### src/rtl/seq_frame_tx.sv
// Serial frame transmitter: sync header, MSB-first payload, then an even-parity bit.
// Moore FSM; data_out comes from a flop, so the first sync bit appears one cycle after acceptance.
module seq_frame_tx #(
    parameter int                DATA_W = 8,
    parameter int                SYNC_W = 4,
    parameter logic [SYNC_W-1:0] SYNC   = 4'b0110
) (
    input  logic              clk,
    input  logic              rst,
    input  logic              in_valid,
    input  logic [DATA_W-1:0] data_in,
    output logic              in_ready,
    output logic              data_out,
    output logic              busy,
    output logic              frame_done
);

    localparam int MAX_W   = (SYNC_W > DATA_W) ? SYNC_W : DATA_W;
    localparam int CNT_W   = (MAX_W > 1) ? $clog2(MAX_W) : 1;
    localparam int SHIFT_W = SYNC_W + DATA_W;

    localparam logic [CNT_W-1:0] SYNC_LAST = CNT_W'(SYNC_W - 1);
    localparam logic [CNT_W-1:0] DATA_LAST = CNT_W'(DATA_W - 1);

    typedef enum logic [1:0] {
        ST_IDLE,
        ST_SYNC,
        ST_DATA,
        ST_PAR
    } StateE;

    StateE              state_q, state_d;
    logic [CNT_W-1:0]   cnt_q, cnt_d;
    logic [SHIFT_W-1:0] shift_q, shift_d;
    logic               parity_q, parity_d;
    logic               dataOut_q, dataOut_d;
    logic               accept;

    assign accept = in_valid && (state_q == ST_IDLE);

    always_ff @(posedge clk) begin
        if (rst) begin
            state_q <= ST_IDLE;
        end else begin
            state_q <= state_d;
        end
    end

    always_comb begin
        state_d = state_q;
        unique case (state_q)
            ST_IDLE: if (accept)              state_d = ST_SYNC;
            ST_SYNC: if (cnt_q == SYNC_LAST)  state_d = ST_DATA;
            ST_DATA: if (cnt_q == DATA_LAST)  state_d = ST_PAR;
            ST_PAR:                           state_d = ST_IDLE;
            default:                          state_d = ST_IDLE;
        endcase
    end

    always_comb begin
        in_ready   = (state_q == ST_IDLE);
        busy       = (state_q != ST_IDLE);
        frame_done = (state_q == ST_PAR);
    end

    // Sync header and payload share one shift register; its MSB is always the next bit to send.
    always_comb begin
        cnt_d    = cnt_q + 1'b1;
        shift_d  = shift_q;
        parity_d = parity_q;
        if ((state_d != state_q) || (state_q == ST_IDLE) || (state_q == ST_PAR)) begin
            cnt_d = '0;
        end
        if (accept) begin
            shift_d  = {SYNC, data_in};
            parity_d = ^data_in;
        end else if ((state_q == ST_SYNC) || (state_q == ST_DATA)) begin
            shift_d = shift_q << 1;
        end
    end

    always_comb begin
        dataOut_d = 1'b1;
        unique case (state_d)
            ST_IDLE: dataOut_d = 1'b1;
            ST_SYNC: dataOut_d = shift_d[SHIFT_W-1];
            ST_DATA: dataOut_d = shift_d[SHIFT_W-1];
            ST_PAR:  dataOut_d = parity_d;
            default: dataOut_d = 1'b1;
        endcase
    end

    always_ff @(posedge clk) begin
        if (rst) begin
            cnt_q     <= '0;
            shift_q   <= '0;
            parity_q  <= 1'b0;
            dataOut_q <= 1'b1;
        end else begin
            cnt_q     <= cnt_d;
            shift_q   <= shift_d;
            parity_q  <= parity_d;
            dataOut_q <= dataOut_d;
        end
    end

    assign data_out = dataOut_q;

endmodule
### config.mk
export PLATFORM = sky130hd
export DESIGN_NAME = seq_frame_tx
export DESIGN_NICKNAME = d
export VERILOG_FILES = /design/src/rtl/seq_frame_tx.sv
export SDC_FILE = /design/constraint.sdc
export NUM_CORES = 1
export LEC_CHECK = 0
export CAP_MARGIN = 40
export CORE_MARGIN = 2
export CORE_UTILIZATION = 38
export CTS_CLUSTER_DIAMETER = 60
export CTS_CLUSTER_SIZE = 28
export DETAILED_ROUTE_END_ITERATION = 12
export DONT_BUFFER_PORTS = 1
export MAX_ROUTING_LAYER = met4
export SETUP_SLACK_MARGIN = 0.4
export SLEW_MARGIN = 30
export SYNTH_ARGS = -nofsm -noshare
export SYNTH_HDL_FRONTEND = slang
export SYNTH_SLANG_ARGS = --single-unit
### constraint.sdc
create_clock -name clk -period 2.2 [get_ports clk]
set_input_delay 0.44 -clock clk [delete_from_list [all_inputs] [get_ports clk]]
set_output_delay 0.44 -clock clk [all_outputs]
set_load 0.02 [all_outputs]
==> flow_summary.json, run 1 <==
{
  "outcome": "finished clean",
  "drt_first_iter_violations": 7,
  "syn_area_per_cell_sq_um": 9.43,
  "synth_async_sr_flop_share": 0,
  "cp_cell_sequence": "inv_1 > ha_2 > a211o_1 > o311ai_4 > nor3_1 > a221oi_1",
  "cts_setup_buffers": 0,
  "multi_input_area_sq_um": 599,
  "worstSetupPathType": "reg -> reg",
  "area_growth_pct": 9.36,
  "cp.arrival_ps": 1920,
  "power.leakage_nw": 0.401,
  "drive_gt1_frac": 0.104,
  "reg2reg_to": "data_out",
  "crit_slowest_cell": "dfxtp_1",
  "regArea_sq_um": 382,
  "gp_congestion": 0.644,
  "cp_data_required_time_ps": 2410,
  "num_antenna_cells": 0,
  "cts-hold-fix-buffers": 0,
  "hold_end": "state_q[1]",
  "core_sq_um": 2480,
  "ys_ff_latch": 19,
  "setup_ws_ps": 486,
  "h-tree-depth": 1,
  "ys_seq_area_frac": 0.384,
  "peakVddDrop_v": 0.000540,
  "vias": 742,
  "dp_hpwl_mm": 1.32,
  "finalCritPeriodShare": 0.779,
  "cp_max_fo": 6,
  "synth_area_leaders": "dfxtp_1 (38%), mux2i_1 (12%), ha_1 (10%)",
  "path_clk_slew_ps": 100,
  "holdWs_ps": 198,
  "cts_inserted_buffers": 3,
  "grt_pass1_vias": 707,
  "portBuffers": 0,
  "antenna_found_initial": 0,
  "track_usage": 0.141,
  "hp-class": "in -> reg",
  "worst_r2r_path_depth": 6,
  "wl_per_cell_microns": 13.4,
  "clockRootBuffer": "clkbuf_4",
  "cap_violations": 0,
  "netlist_area_sq_um": 990,
  "num_rows": 18,
  "hold_depth": 1,
  "fin_util": 0.437,
  "post-place-ws_ps": 379,
  "via_per_inst": 5.46,
  "syn_inst": 105,
  "grt_pass1_wl_mm": 2.96,
  "die_h_microns": 55.0,
  "setup-violations-final": 0,
  "drtPass1Iterations": 4,
  "report.final.slew_viol_count": 0,
  "tns_ps": 0,
  "slew_headroom": 0.803,
  "period_needed_ps": 1710,
  "r2r_start": "state_q[0]",
  "ant_nets": 0,
  "tightest_slew_ps": 294,
  "start_util": 0.399,
  "ios": 15,
  "finalHoldViolCount": 0,
  "slowest_delay_ps": 420,
  "cts_buffer_depth": 2,
  "synth.net_count": 124,
  "die_x_microns": 55.0,
  "cts_tree": "yes",
  "ys_warn_count": 0,
  "critPathCaptureType": "flip-flop",
  "cp-start-kind": "flip-flop",
  "rsz0062_at_grt": "false",
  "die_area_sq_um": 3030,
  "gr-total-overflow": 0,
  "fmax_mhz": 583,
  "drc": 0,
  "worstHoldStart": "rst",
  "finClkSkew_ps": 3.09,
  "p_per_area_nw_per_um2": 1050,
  "ys.flop_type": "dfxtp_1",
  "final_nets": 126,
  "n_fill_cell": 260,
  "r2r_setup_slack_ps": 490,
  "postRouteWirelength_mm": 1.83,
  "grt_max_degree": 20,
  "synth_edf_count": 0,
  "clock_sink_count": 19,
  "synth.top_cell.area_share": 0.384,
  "synth_top_area_cell": "dfxtp_1",
  "insertion_delay_ps": 290,
  "synth.distinct_cells": 28
}
[worst max-delay path by stage]
stage                     startpoint        to  slack, ps  depth (start not counted)
after floorplan           state_q[0]  data_out        480                          7
after global placement    state_q[1]  data_out        440                          6
after detailed placement  state_q[1]  data_out        380                          6
after CTS                 state_q[1]  data_out        410                          6
after global routing      state_q[0]  data_out        400                          6
final                     state_q[0]  data_out        490                          6
[state kept, by name (all words and copies together) (netlist names)]
| register | count |
|---|---|
| shift_q | 12 |
| parity_q | 1 |
| cnt_q | 3 |
| state_q | 2 |
| data_out | 1 |
[cells by family (layout without fill, tap and decap cells)]
| family | after synthesis | count (layout) | share of synthesized area |
|---|---|---|---|
| buffers and inverters | 11 | 12 | 0.0442 |
| adders and majority gates | 8 | 8 | 0.101 |
| xor gates and xnor gates | 7 | 7 | 0.0619 |
| muxes | 12 | 12 | 0.121 |
| DFF | 19 | 19 | 0.384 |
| and+or+nand+nor | 28 | 28 | 0.130 |
| AOI/OAI and AO/OA | 20 | 20 | 0.157 |
[area by class of cell]
class                   count  area share
flip-flops and latches     19       0.353
clock buffers               4      0.0243
inverters                   6      0.0208
repair buffers              2      0.0139
well taps                  30      0.0347
multi-input cells          75       0.554
[critical path: cells and delay by family, from the launching register on]
family	cells	cell delay [ps]
AO/OA/AOI/OAI	3	670
flip-flops	1	420
adder cells (fa/ha/maj)	1	290
buffers and inverters	1	170
AND/OR/NAND/NOR	1	90
[layer usage]
metal	vias to the layer above	GRT usage	part of all wire
met1	347	0.164	0.46
li1	374	-	-
met4	0	0.0610	0.0093
met5	-	-	0
met2	19	0.228	0.47
met3	2	0.0403	0.060
[cell usage after synthesis (2+ instances only)]
master    count
nand2_1       3
nor2_1       14
inv_1         6
xnor2_1       6
buf_2         2
nor3_1        5
ha_1          8
a21oi_1       3
mux2i_1      12
clkbuf_1      3
a211oi_1      8
dfxtp_1      19
[report_power, final]
| part | internal [mW] | leakage, nW | switching, mW |
|---|---|---|---|
| clock network | 0.0705 | 0.0150 | 0.102 |
| logic | 0.224 | 0.229 | 0.274 |
| registers | 0.415 | 0.157 | 0.0481 |
| total | 0.710 | 0.401 | 0.423 |
[through the flow]
step	instances	total power, mW	instance area [sq um]
after CTS	136	1.10	1060
after floorplan	105	0.841	990
after global placement	132	0.903	1020
final	136	1.13	1080
after detailed placement	132	0.915	1020
after global routing	136	1.21	1080
[cells in the final DEF, fill, tap and decap left out, types with 2 or more instances in the layout]
| master | synthesis | layout |
|---|---|---|
| xnor2_1 | 6 | 6 |
| dfxtp_1 | 19 | 18 |
| nor3_1 | 5 | 5 |
| a211oi_1 | 8 | 8 |
| nor2_1 | 14 | 14 |
| inv_1 | 6 | 6 |
| a21oi_1 | 3 | 3 |
| nand2_1 | 3 | 3 |
| ha_2 | 0 | 2 |
| clkbuf_4 | 0 | 3 |
| mux2i_1 | 12 | 12 |
| buf_4 | 0 | 2 |
| ha_1 | 8 | 5 |
[what timing repair did]
| item | in CTS | in global routing |
|---|---|---|
| endpoints found under the setup margin | 2 | 2 |
| pin swaps | 0 | 0 |
| resized for setup | 2 | 5 |
(Power assumes the default switching activity.)
==> run 2, diff against run 1 <==
Clock period 2.2 ns to 1.4 ns, I/O delays scaled along.
==> flow_summary.json, run 2 (synthesis results as in run 1) <==
{
  "finClkSkew_ps": 0.909,
  "r2r_start": "state_q[0]",
  "clockRootBuffer": "clkbuf_4",
  "cp_data_required_time_ps": 1580,
  "largest_reg_flops": 12,
  "finalCritPeriodShare": 1.08,
  "tightest_slew_ps": 285,
  "reg2reg_to": "data_out",
  "fmax_mhz": 662,
  "grt_pass1_vias": 782,
  "cts_buffer_depth": 2,
  "post-place-ws_ps": -127,
  "worstSetupPathType": "reg -> reg",
  "wl_per_cell_microns": 14.0,
  "cp_max_fo": 4,
  "rsz0062_at_grt": "true",
  "vias": 803,
  "drt_first_iter_violations": 12,
  "critPathCaptureType": "flip-flop",
  "regMostFlops": "shift_q",
  "report.final.slew_viol_count": 0,
  "holdWs_ps": 34.6,
  "hp-class": "in -> reg",
  "postRouteWirelength_mm": 2.22,
  "final_nets": 149,
  "startpoint": "state_q[0]",
  "failed_checks": "setup timing",
  "period_needed_ps": 1510,
  "dp_hpwl_mm": 1.56,
  "ant_nets": 0,
  "cp.arrival_ps": 1690,
  "cap_violations": 0,
  "r2r_setup_slack_ps": -110,
  "place_area_sq_um": 1240,
  "finalHoldViolCount": 0,
  "num_rows": 18,
  "insertion_delay_ps": 290,
  "power.leakage_nw": 0.555,
  "postLayoutCellArea_sq_um": 1520,
  "endpoint": "data_out",
  "track_usage": 0.182,
  "drc": 0,
  "slew_headroom": 0.810,
  "drtPass1Iterations": 3,
  "start_util": 0.399,
  "worst_r2r_path_depth": 6,
  "drive_gt1_frac": 0.465,
  "via_per_inst": 5.05,
  "grt_max_degree": 20,
  "die_area_sq_um": 3030,
  "gp_congestion": 0.771,
  "ios": 15,
  "h-tree-depth": 1,
  "slowest_delay_ps": 410,
  "core_sq_um": 2480,
  "final_common_cell": "dfxtp_1",
  "cts-hold-fix-buffers": 0,
  "crit_slowest_cell": "dfxtp_4",
  "die_h_microns": 55.0,
  "gr-total-overflow": 0,
  "clock_sink_count": 19,
  "grt_pass1_wl_mm": 3.81,
  "cts_inserted_buffers": 3,
  "fin_util": 0.614,
  "largestRegisters": "shift_q (12), cnt_q (3), state_q (2)",
  "cts_tree": "yes",
  "layout_common_cells": "dfxtp_1 (15), buf_4 (14), nor2_1 (13), mux2i_1 (9), buf_6 (9)",
  "die_x_microns": 55.0,
  "portBuffers": 0,
  "antenna_found_initial": 0,
  "p_per_area_nw_per_um2": 1630,
  "setup_ws_ps": -111,
  "setup-violations-final": 6,
  "num_antenna_cells": 0,
  "cp_cell_sequence": "inv_6 > ha_4 > mux2i_4 > nor2_2 > nor4b_2 > a221oi_2",
  "cp-start-kind": "flip-flop",
  "path_clk_slew_ps": 100,
  "tns_ps": -257,
  "outcome": "finished with violations",
  "peakVddDrop_v": 0.000977,
  "area_growth_pct": 53.6
}
==> run 2: cell count changes in the layout (fill, tap and decap cells not counted), sizes merged <==
cell	previous run	this run
buf	2	25
==> run 2: layout make-up <==
class / count / area [sq um]
Clock buffer: 4 / 26.3
Timing Repair Buffer: 25 / 254
Inverter: 6 / 37.5
Multi-Input combinational cell: 75 / 774
Tap cell: 30 / 37.5
Sequential cell: 19 / 390
Fill cell: 219 / 957
==> run 2: worst max-delay path: cells and delay by family (launching register included) <==
kind	cells	cell delay, ps
AOI/OAI and AO/OA	1	60
adders and majority gates	1	290
buffers and inverters	1	60
DFF	1	410
muxes	1	230
and+or+nand+nor	2	350
==> run 2: what timing repair did <==
item                       4_1_cts  5_1_grt
pin swaps                       18       10
resized for setup               21       13
buffers inserted                 4        5
setup endpoints to repair       23       23
gates cloned                     1        0
==> run 2: power breakdown <==
group	total, mW	internal [mW]	switching, mW
clock network	0.273	0.111	0.163
registers	0.770	0.661	0.108
logic	1.43	0.800	0.630
==> run 2: per-layer routing <==
layer	wire length, microns	up-vias	GRT usage
met5	0	-	-
met2	1110	8	0.300
met4	0	0	0.0203
met1	1060	377	0.232
li1	-	418	-
met3	53	0	0.0484
==> run 2: worst min path at each step <==
stage	to	from	slack, ps	depth (start not counted)
floorplan	cnt_q[0]	cnt_q[0]	400	1
global placement	state_q[1]	rst	350	1
detailed placement	state_q[1]	rst	350	1
CTS	state_q[1]	rst	20	1
global route	shift_q[4]	rst	8	1
finish	state_q[0]	rst	30	1
==> run 2: metrics by stage <==
stage                     instances  total power [mW]
after global placement          145              1.72
after global routing            159              2.63
final                           159              2.47
after detailed placement        145              1.74
after floorplan                 105              1.53
after CTS                       154              2.31
==> run 3, diff against run 2 <==
Settings changed: CTS_CLUSTER_DIAMETER 60 to 200.
==> results of run 3 <==
No change in the layout: final DEF, timing and power equal those of run 2.
